`config.mk`:
```
export PLATFORM = sky130hd
export DESIGN_NAME = if_id_skid_reg
export DESIGN_NICKNAME = d
export VERILOG_FILES = /design/src/rtl/if_id_skid_reg.sv
export SDC_FILE = /design/constraint.sdc
export NUM_CORES = 1
export LEC_CHECK = 0
export BUFFER_PORTS_ARGS = -buffer_cell sky130_fd_sc_hd__buf_2
export CORE_MARGIN = 2
export CORE_UTILIZATION = 55
export DETAILED_ROUTE_END_ITERATION = 12
export HOLD_SLACK_MARGIN = 0.05
export PLACE_DENSITY = 0.78
export SLEW_MARGIN = 10
export SYNTH_ARGS = -nofsm -noshare
export SYNTH_HDL_FRONTEND = slang
export SYNTH_SLANG_ARGS = --single-unit
export TNS_END_PERCENT = 10
```
`constraint.sdc`:
```
create_clock -name clock -period 2.6 [get_ports clock]
set_input_delay 0.26 -clock clock [delete_from_list [all_inputs] [get_ports clock]]
set_output_delay 0.26 -clock clock [all_outputs]
set_load 0.02 [all_outputs]
```
`src/rtl/if_id_skid_reg.sv`:
```
// IF/ID boundary register with valid/ready handshake and a 2-entry skid buffer.
// in_ready decodes registered state only, so decode stalls never reach fetch combinationally.
module if_id_skid_reg #(
    parameter int                 NPC_W     = 32,
    parameter int                 INSTR_W   = 32,
    parameter logic [INSTR_W-1:0] NOP_INSTR = '0
) (
    input  logic               clock,
    input  logic               reset,
    input  logic               in_valid,
    output logic               in_ready,
    input  logic [NPC_W-1:0]   npc_in,
    input  logic [INSTR_W-1:0] instr_in,
    input  logic               flush,
    output logic               out_valid,
    input  logic               out_ready,
    output logic [NPC_W-1:0]   npc_out,
    output logic [INSTR_W-1:0] instr_out,
    output logic [1:0]         occupancy
);
    typedef enum logic [1:0] {EMPTY, ONE, TWO} state_t;

    typedef struct packed {
        logic [NPC_W-1:0]   npc;
        logic [INSTR_W-1:0] instr;
    } entry_t;

    state_t state;
    entry_t main_q, skid_q, in_beat;
    logic   accept, pop;

    assign in_beat   = '{npc: npc_in, instr: instr_in};
    assign in_ready  = (state != TWO);
    assign out_valid = (state != EMPTY);
    assign accept    = in_valid & in_ready;
    assign pop       = out_valid & out_ready;

    assign npc_out   = main_q.npc;
    assign instr_out = main_q.instr;

    always_comb begin
        occupancy = 2'd0;
        case (state)
            ONE:     occupancy = 2'd1;
            TWO:     occupancy = 2'd2;
            default: occupancy = 2'd0;
        endcase
    end

    // Main register always holds the head; skid only fills when head is stalled.
    always_ff @(posedge clock) begin
        if (!reset) begin
            state        <= EMPTY;
            main_q.npc   <= '0;
            main_q.instr <= NOP_INSTR;
            skid_q       <= '0;
        end else if (flush) begin
            state        <= EMPTY;
            main_q.instr <= NOP_INSTR;
        end else begin
            case (state)
                EMPTY: begin
                    if (accept) begin
                        state  <= ONE;
                        main_q <= in_beat;
                    end
                end
                ONE: begin
                    if (accept && pop) begin
                        main_q <= in_beat;
                    end else if (accept) begin
                        state  <= TWO;
                        skid_q <= in_beat;
                    end else if (pop) begin
                        state        <= EMPTY;
                        main_q.instr <= NOP_INSTR;
                    end
                end
                TWO: begin
                    if (pop) begin
                        state  <= ONE;
                        main_q <= skid_q;
                    end
                end
                default: state <= EMPTY;
            endcase
        end
    end
endmodule

```
==> results of run 1 <==
## power by group
part	switching, mW	internal [mW]
Sequential	0.0486	2.08
Combinational	0.468	0.313
Clock	0.871	1.41
## routing by layer
metal | up-vias | share of wire, % | GRT usage [%]
met5 | - | 0 | 0
li1 | 2954 | - | -
met2 | 241 | 47 | 44.07
met4 | 0 | 3.0 | 12.76
met3 | 47 | 8.1 | 7.240
met1 | 2814 | 42 | 32.73
## final cells by class
cell class                      instances  area, um2
Clock buffer                           23      488.0
Clock inverter                          9      80.08
Fill cell                             980       3812
Inverter                               38      142.6
Multi-Input combinational cell        545       3216
Sequential cell                       130       2603
Tap cell                              143      178.9
Timing Repair Buffer                  156      849.6
## cells by family (layout without fill, tap and decap cells)
| kind of cell | count (synthesis) | in the layout | synth area share, % |
|---|---|---|---|
| adder cells (fa/ha/maj) | 7 | 7 | 1.378 |
| AND/OR/NAND/NOR | 337 | 337 | 23.10 |
| buffers and inverters | 118 | 226 | 8.584 |
| flip-flops | 130 | 130 | 40.95 |
| AO/OA/AOI/OAI | 167 | 167 | 20.59 |
| multiplexers | 34 | 34 | 5.395 |
## state kept, by name (all words and copies together), names as in the netlist
signal	count
instr_out	32
state	2
npc_out	32
skid_q	64
## metrics by stage
| stage | instance area (um2) | hold slack (ns) |
|---|---|---|
| after floorplan | 6355 | 0.3948 |
| after global placement | 6984 | 0.4400 |
| after detailed placement | 6984 | 0.4447 |
| after CTS | 7552 | 0.07797 |
| after global routing | 7557 | 0.08189 |
| final | 7557 | 0.08709 |
## worst max-delay path: stages (launching register included)
cell	delay, ns
dfxtp_1	0.34
inv_1	0.17
ha_1	0.29
nand4bb_1	0.26
buf_4	0.31
nor3b_2	0.26
buf_6	0.29
nand2_1	0.10
a21boi_1	0.19
## placed cells by master, fill, tap and decap left out, drive strengths merged, types with 2 or more instances in the layout
| master | instances |
|---|---|
| a21oi | 2 |
| nor2 | 5 |
| buf | 156 |
| a22o | 32 |
| inv | 37 |
| clkinv | 5 |
| mux2 | 2 |
| mux2i | 32 |
| a31oi | 32 |
| clkinvlp | 4 |
| nor4 | 32 |
| o221ai | 33 |
| ha | 7 |
| nand2 | 224 |
| nor3 | 33 |
| nand3 | 33 |
| clkbuf | 23 |
| nand2b | 3 |
| nor2b | 2 |
| a21boi | 64 |
| dfxtp | 130 |
## worst paths after layout
check | endpoint | cells past startpoint
hold reg to reg | skid_q[10]$_SDFFE_PN0P_ | 2
hold / removal | skid_q[39]$_SDFFE_PN0P_ | 3
setup / recovery | skid_q[53]$_SDFFE_PN0P_ | 8
setup reg to reg | skid_q[53]$_SDFFE_PN0P_ | 8
==> results.md, run 1 <==
- Crit. End Element: register
- Fmax: 0.4301 GHz
- Layout Nets: 964
- Crit path DAT: 2.66 ns
- Required time worst endpoint: 2.93 ns
- N_diodes: 0
- CTS tree: built
- Reg2reg setup slack: 0.27 ns
- Post-Syn Instances: 793
- RSZ-0062 raised after global routing: false
- Setup WS post-layout: 0.2749 ns
- Clock Skew: 0.006252 ns
- Die area: 12430 um2
- Routability cong.: 0.8122
- Net Count, Synth: 869
- Area Overhead vs Synth: 18.92%
- DR vias: 6056
- Slew @ Worst Pin: 0.6849 ns
- Mapped cell area: 6355 um2
- Cell leakage power: 3.234 nW
- Final min period: 2.325 ns
- Setup TNS: 0 ns
- Die W: 111.5 um
- Vias per Instance: 5.801
- I/O pin total: 137
- Row cnt: 39
- H-tree Lvls: 4
- Post-synth cell types: 35
- CTS clk-pin slew, worst paths: 0.06 ns
- Post-Place Cells: 1012
- Final Hold Violating Endpoints: 0
- Slew Limit Fails: 0
- Postcts setup bufs: 0
- Layout cells sized above 1: 21.64%
- Via count of the first global-routing pass: 5852
- Drt pass-1 iters: 6
- Ys flop type: dfxtp_1
- VDD IR max: 516.9 uV
- Final Power: 5.187 mW
- DP Worst Slack: 0.2755 ns
- Pwr Density: 686.4 nW/um2
- Die H: 111.5 um
- Hold wc startpoint: npc_in[7]
- ANT nets after route: 0
- Mean post-synth cell area: 8.014 um2
- IO Port Bufs: 136
- Worst Path Max Fanout: 35
- Top cells by count, synth: nand2_1, dfxtp_1, a21boi_1, clkbuf_1, inv_1
- Number of synthesized flops with an enable pin: 0
- Hold WC Path Type: input pin to register
- PostCTS Resize Cnt: 0
- Crit path from: state[0]$_SDFFE_PP0P_
- Largest area contributor in the netlist: dfxtp_1
- Core Box Area: 11370 um2
- GR Overflow Total: 0
- Wire length per cell: 15.70 um
- Drt drc: 0
- Yosys reg bits: 130
- Num CTS Buffers: 17
- Ys Warns: 0
- Relative slew slack: 54.34%
- Hold_buf cts: 0
- Count leader, synth: nand2_1
- Startpoint Class: register
- Crit path kind: register to register
- Post-route core utilization: 66.47%
- CTS root buf: clkbuf_16
- Detailed Place HPWL: 10.56 mm
- Synth top area share: 40.95%
- Initial drt markers: 434
- Sequential area share after synthesis: 40.95%
- Total track usage: 26.79%
- Period utilization: 89.43%
- First-pass GRT wire length: 27.43 mm
- Ys async rst share: 0%
- Initial antenna violation count: 0
- Clock tree sinks: 130
- Worst R2R Start: state[0]$_SDFFE_PP0P_
- Status: finished, final reports clean
- Initial Util: 55.89%
- Post-Layout Cell Count: 1044
- Setup violators final: 0
- Largest net degree at the start of global routing: 66
- Synth top area cells: dfxtp_1, nand2_1, a21boi_1
- Buffer depth of the longest clock path: 2
- Max Cap Viol: 0
- Clk Latency, worst-skew pair: 0.42 ns
- DRT Wirelength: 16.39 mm
Power figures use the tool's default switching activity.
==> run 2: changes to the inputs <==
--- a/config.mk
+++ b/config.mk
@@ -10,9 +10,9 @@
 export CORE_UTILIZATION = 55
 export DETAILED_ROUTE_END_ITERATION = 12
 export HOLD_SLACK_MARGIN = 0.05
-export PLACE_DENSITY = 0.78
+export PLACE_DENSITY = 0.8
+export RECOVER_POWER = 100
 export SLEW_MARGIN = 10
 export SYNTH_ARGS = -nofsm -noshare
 export SYNTH_HDL_FRONTEND = slang
 export SYNTH_SLANG_ARGS = --single-unit
-export TNS_END_PERCENT = 10
==> run 2 against run 1 <==
  * Combinational power shrank 2%
  * Count of clock-buffer cells in the layout is 3 higher
  * Die area unchanged
==> results.md, run 2 (synthesis results as in run 1) <==
- Status: finished, final reports clean
- Via count of the first global-routing pass: 5496
- Busiest grt layer: met2
- ANT nets after route: 0
- Sw power: 1.342 mW
- Hold_buf cts: 0
- Most common cell after layout, fill and taps aside: nand2_1
- H-tree Lvls: 4
- Hold wc startpoint: npc_in[15]
- Most flops, register: skid_q
- Met2 Usage GRT: 42.11%
- Crit. End Element: register
- Row cnt: 39
- Initial drt markers: 489
- Startpoint Class: register
- Num CTS Buffers: 17
- CTS root buf: clkbuf_16
- Largest register FFs: 64
- Final instance area: 7535 um2
- CTS tree: built
- Area of the multi-input gates: 3212 um2
- IO Port Bufs: 136
- DR vias: 6069
- Filler instances: 1015
- Core Box Area: 11370 um2
- Vias per Instance: 5.824
- Postcts setup bufs: 0
- Worst Path Max Fanout: 31
- Period utilization: 93.25%
- RSZ-0062 raised after global routing: false
- Wire length per cell: 15.62 um
- Layout cells sized above 1: 13.36%
- Post-route core utilization: 66.27%
- Hold WS: 0.09571 ns
- I/O pin total: 137
- GR Overflow Total: 0
- Crit path kind: register to register
- Hold endpoint: skid_q[47]$_SDFFE_PN0P_
- Final Hold Violating Endpoints: 0
- DRT Wirelength: 16.28 mm
- Reg-to-reg critical path endpoint: skid_q[59]$_SDFFE_PN0P_
- Sw frac: 24.67%
- Layout Nets: 963
- Die area: 12430 um2
- Clk Latency, worst-skew pair: 0.41 ns
- VDD IR max: 525.4 uV
- Die H: 111.5 um
- Initial Util: 55.89%
- Clock power share: 46.7%
- Largest net degree at the start of global routing: 129
- Slew @ Worst Pin: 0.7299 ns
- Routability cong.: 0.7836
- Buffer depth of the longest clock path: 2
- Reg2reg setup slack: 0.18 ns
- Clock tree sinks: 130
- CTS clk-pin slew, worst paths: 0.06 ns
- Relative slew slack: 51.34%
- Detailed Place HPWL: 9.815 mm
- Clock Skew: 0.006669 ns
- Cell leakage power: 2.961 nW
- Initial antenna violation count: 1
- Area Overhead vs Synth: 18.57%
- Register area: 2603 um2
- Required time worst endpoint: 2.93 ns
- Setup TNS: 0 ns
- Drt pass-1 iters: 5
- Worst R2R Start: state[0]$_SDFFE_PP0P_
- Total track usage: 26.25%
- Internal power: 4.097 mW
- Drt drc: 0
- Logic gate share of total power: 14.1%
- PostCTS Resize Cnt: 0
- Reg power frac: 39.2%
- Setup violators final: 0
- Fmax: 0.4124 GHz
- Die W: 111.5 um
- Final min period: 2.425 ns
- Hold WC Path Type: input pin to register
- Pwr Density: 721.8 nW/um2
- Hold path depth: 3
- Grt met3 use: 7.295%
- Commonest non-fill, non-tap cells in the layout: nand2_1, dfxtp_1, clkbuf_1
- Reg2reg path depth: 7
- First-pass GRT wire length: 26.96 mm
- Area after DPL: 7002 um2
- Crit path DAT: 2.75 ns
- Max Cap Viol: 0
- GR Util met1: 34.20%
- Slew Limit Fails: 0
run 2: per-layer routing:
metal,routed length [um],vias up
met2,7717,248
met1,6962,2833
met5,0,-
li1,-,2963
met3,1275,25
met4,319,0
run 2: per-stage QoR:
stage | power [mW] | setup slack (ns) | cells
6_report | 5.439 | 0.1754 | 1042
5_1_grt | 5.637 | 0.01876 | 1042
4_1_cts | 5.482 | 0.2445 | 1041
3_5_place_dp | 2.954 | 0.3240 | 1011
3_3_place_gp | 2.942 | 0.4495 | 1011
2_1_floorplan | 2.712 | 0.6212 | 793
run 2: area by class of cell:
cell class              count  area share, %
diodes                      1        0.03321
multi-input cells         545          42.63
clock inverters             4          1.594
flip-flops and latches    130          34.54
clock buffers              26          6.759
inverters                  38          1.893
repair buffers            155          10.18
well taps                 143          2.375
run 2: power by group through the flow:
stage | Sequential [mW] | Clock [mW] | Combinational [mW]
after floorplan | 2.24 | 0 | 0.468
after global placement | 2.17 | 0 | 0.777
after detailed placement | 2.17 | 0 | 0.787
after CTS | 2.13 | 2.56 | 0.793
after global routing | 2.14 | 2.66 | 0.839
final | 2.13 | 2.54 | 0.767
run 2: worst max-delay path: stages (launching register included):
cell	delay, ns
dfxtp_1	0.39
inv_1	0.12
ha_1	0.29
nand4bb_1	0.36
or3b_2	0.31
clkbuf_2	0.51
nand2_1	0.10
a21boi_0	0.23
run 2: worst max path at each step:
stage,start,cells after the start,slack (ns),end
after CTS,state[0]$_SDFFE_PP0P_,6,0.24,instr_out[13]$_SDFFE_PP0P_
after floorplan,state[0]$_SDFFE_PP0P_,9,0.62,skid_q[2]$_SDFFE_PN0P_
final,state[0]$_SDFFE_PP0P_,7,0.18,skid_q[59]$_SDFFE_PN0P_
after global routing,state[0]$_SDFFE_PP0P_,7,0.02,skid_q[36]$_SDFFE_PN0P_
after detailed placement,state[0]$_SDFFE_PP0P_,6,0.32,instr_out[16]$_SDFFE_PP0P_
after global placement,state[0]$_SDFFE_PP0P_,6,0.45,instr_out[16]$_SDFFE_PP0P_
==> run 3: changes to the inputs <==
--- a/config.mk
+++ b/config.mk
@@ -6,7 +6,6 @@
 export NUM_CORES = 1
 export LEC_CHECK = 0
 export BUFFER_PORTS_ARGS = -buffer_cell sky130_fd_sc_hd__buf_2
-export CORE_MARGIN = 2
 export CORE_UTILIZATION = 55
 export DETAILED_ROUTE_END_ITERATION = 12
 export HOLD_SLACK_MARGIN = 0.05
==> run 3 against run 2 <==
  * Critical path depth is 1 higher
  * Setup slack better by 0.018 ns
  * Critical endpoint is now skid_q[8]$_SDFFE_PN0P_
  * Clock skew hardly changed
  * Sequential power hardly changed
  * Utilization is 2.1 points higher
  * Hold slack worse by 0.0085 ns
  * Design area is 0.15% higher
  * Combinational power is 0.9% higher
  * Highest routed layer unchanged
  * Flip-flop and latch count stayed put
  * Global-route usage is 2.8 points higher
  * Register-to-register slack better by 0.02 ns
==> results.md, run 3 (synthesis results as in run 1) <==
- ANT nets after route: 0
- Postcts setup bufs: 0
- Fmax: 0.4155 GHz
- Initial Util: 57.61%
- Initial antenna violation count: 0
- Clk Latency, worst-skew pair: 0.42 ns
- Clock tree sinks: 130
- Setup TNS: 0 ns
- Crit path kind: register to register
- Initial drt markers: 418
- Final min period: 2.407 ns
- Routability cong.: 0.8070
- Commonest non-fill, non-tap cells in the layout: nand2_1, dfxtp_1, clkbuf_1, buf_2, a21boi_0
- Post-route core utilization: 68.41%
- Pwr Density: 718.3 nW/um2
- Final Power: 5.420 mW
- Final instance area: 7546 um2
- Detailed Place HPWL: 10.63 mm
- Filler instances: 939
- CTS clk-pin slew, worst paths: 0.06 ns
- CP Cell Sequence: inv_1, ha_1, nand4bb_1, buf_4, nor3b_2, clkbuf_2, nand2_1, a21boi_0
- Drt drc: 0
- Largest net degree at the start of global routing: 53
- Area Overhead vs Synth: 18.74%
- Relative slew slack: 22.98%
- GR Overflow Total: 0
- DR vias: 6217
- Hold WC Path Type: input pin to register
- Hold_buf cts: 0
- Drt pass-1 iters: 5
- Clock Skew: 0.006332 ns
- VDD IR max: 487.7 uV
- Max Cap Viol: 0
- Die H: 109.5 um
- Area after DPL: 7008 um2
- Total track usage: 29.03%
- CTS root buf: clkbuf_16
- Slew Limit Fails: 0
- Startpoint Class: register
- Num CTS Buffers: 17
- Cell leakage power: 2.970 nW
- Period utilization: 92.56%
- Final Hold Violating Endpoints: 0
- IO Port Bufs: 136
- Slowest CP cell: clkbuf_2
- Register area: 2603 um2
- Most common cell after layout, fill and taps aside: nand2_1
- Layout cells sized above 1: 14.40%
- Required time worst endpoint: 2.94 ns
- Worst Path Max Fanout: 16
- Critical path's largest stage delay: 0.37 ns
- Status: finished, final reports clean
- CTS tree: built
- I/O pin total: 137
- Via count of the first global-routing pass: 5844
- H-tree Lvls: 4
- RSZ-0062 raised after global routing: false
- Most flops, register: skid_q
- Crit. End Element: register
- Wire length per cell: 16.19 um
- First-pass GRT wire length: 26.89 mm
- PostCTS Resize Cnt: 0
- Crit path DAT: 2.75 ns
- Buffer depth of the longest clock path: 2
- Setup violators final: 0
- Largest register FFs: 64
- Die W: 109.5 um
- Row cnt: 38
- Core Box Area: 11030 um2
- Die area: 11990 um2
- Slew @ Worst Pin: 1.155 ns
- Layout Nets: 966
- Vias per Instance: 5.961
- Area of the multi-input gates: 3214 um2
- N_diodes: 0
- DRT Wirelength: 16.89 mm
[run 3: report_power, final]
group | internal [mW] | switching (mW) | total (mW) | leakage, nW
clock | 1.63 | 0.890 | 2.52 | 0.299
sequential | 2.08 | 0.0492 | 2.13 | 1.06
combinational | 0.295 | 0.479 | 0.774 | 1.61
[run 3: layout make-up]
type	instances	area share, %
Multi-Input combinational cell	545	42.60
Sequential cell	130	34.49
Timing Repair Buffer	158	10.40
Clock buffer	19	5.870
Clock inverter	13	2.437
Tap cell	140	2.321
Inverter	38	1.890
[run 3: worst paths after layout]
path,startpoint,slack (ns),endpoint,depth (start not counted)
setup / recovery,state[0]$_SDFFE_PP0P_,0.19,skid_q[8]$_SDFFE_PN0P_,8
hold / removal,npc_in[15],0.09,skid_q[47]$_SDFFE_PN0P_,3
setup reg to reg,state[0]$_SDFFE_PP0P_,0.19,skid_q[8]$_SDFFE_PN0P_,8
hold reg to reg,skid_q[13]$_SDFFE_PN0P_,0.46,skid_q[13]$_SDFFE_PN0P_,2
[run 3: worst max-delay path: cells and delay by family, from the launching register on]
family	cells	cell delay (ns)
AO/OA/AOI/OAI	1	0.17
adder cells (fa/ha/maj)	1	0.31
buffers and inverters	3	0.80
flip-flops	1	0.34
AND/OR/NAND/NOR	3	0.71
[run 3: metal layers]
layer | routed length [um] | vias to the layer above | part of all wire [%] | track usage [%]
met1 | 6926 | 2929 | 41 | 33.75
met5 | 0 | - | 0 | 0
met4 | 336 | 0 | 2.0 | 12.76
met2 | 8137 | 282 | 48 | 48.97
li1 | - | 2975 | - | -
met3 | 1485 | 31 | 8.8 | 9.188
[run 3: metrics by stage]
step                hold WS, ns  cells  setup slack [ns]
floorplan                0.3948    793            0.6212
global placement         0.4398   1011            0.4824
detailed placement       0.4468   1011            0.3040
CTS                     0.06937   1043            0.2383
global route            0.08300   1043           0.02063
finish                  0.08725   1043            0.1934
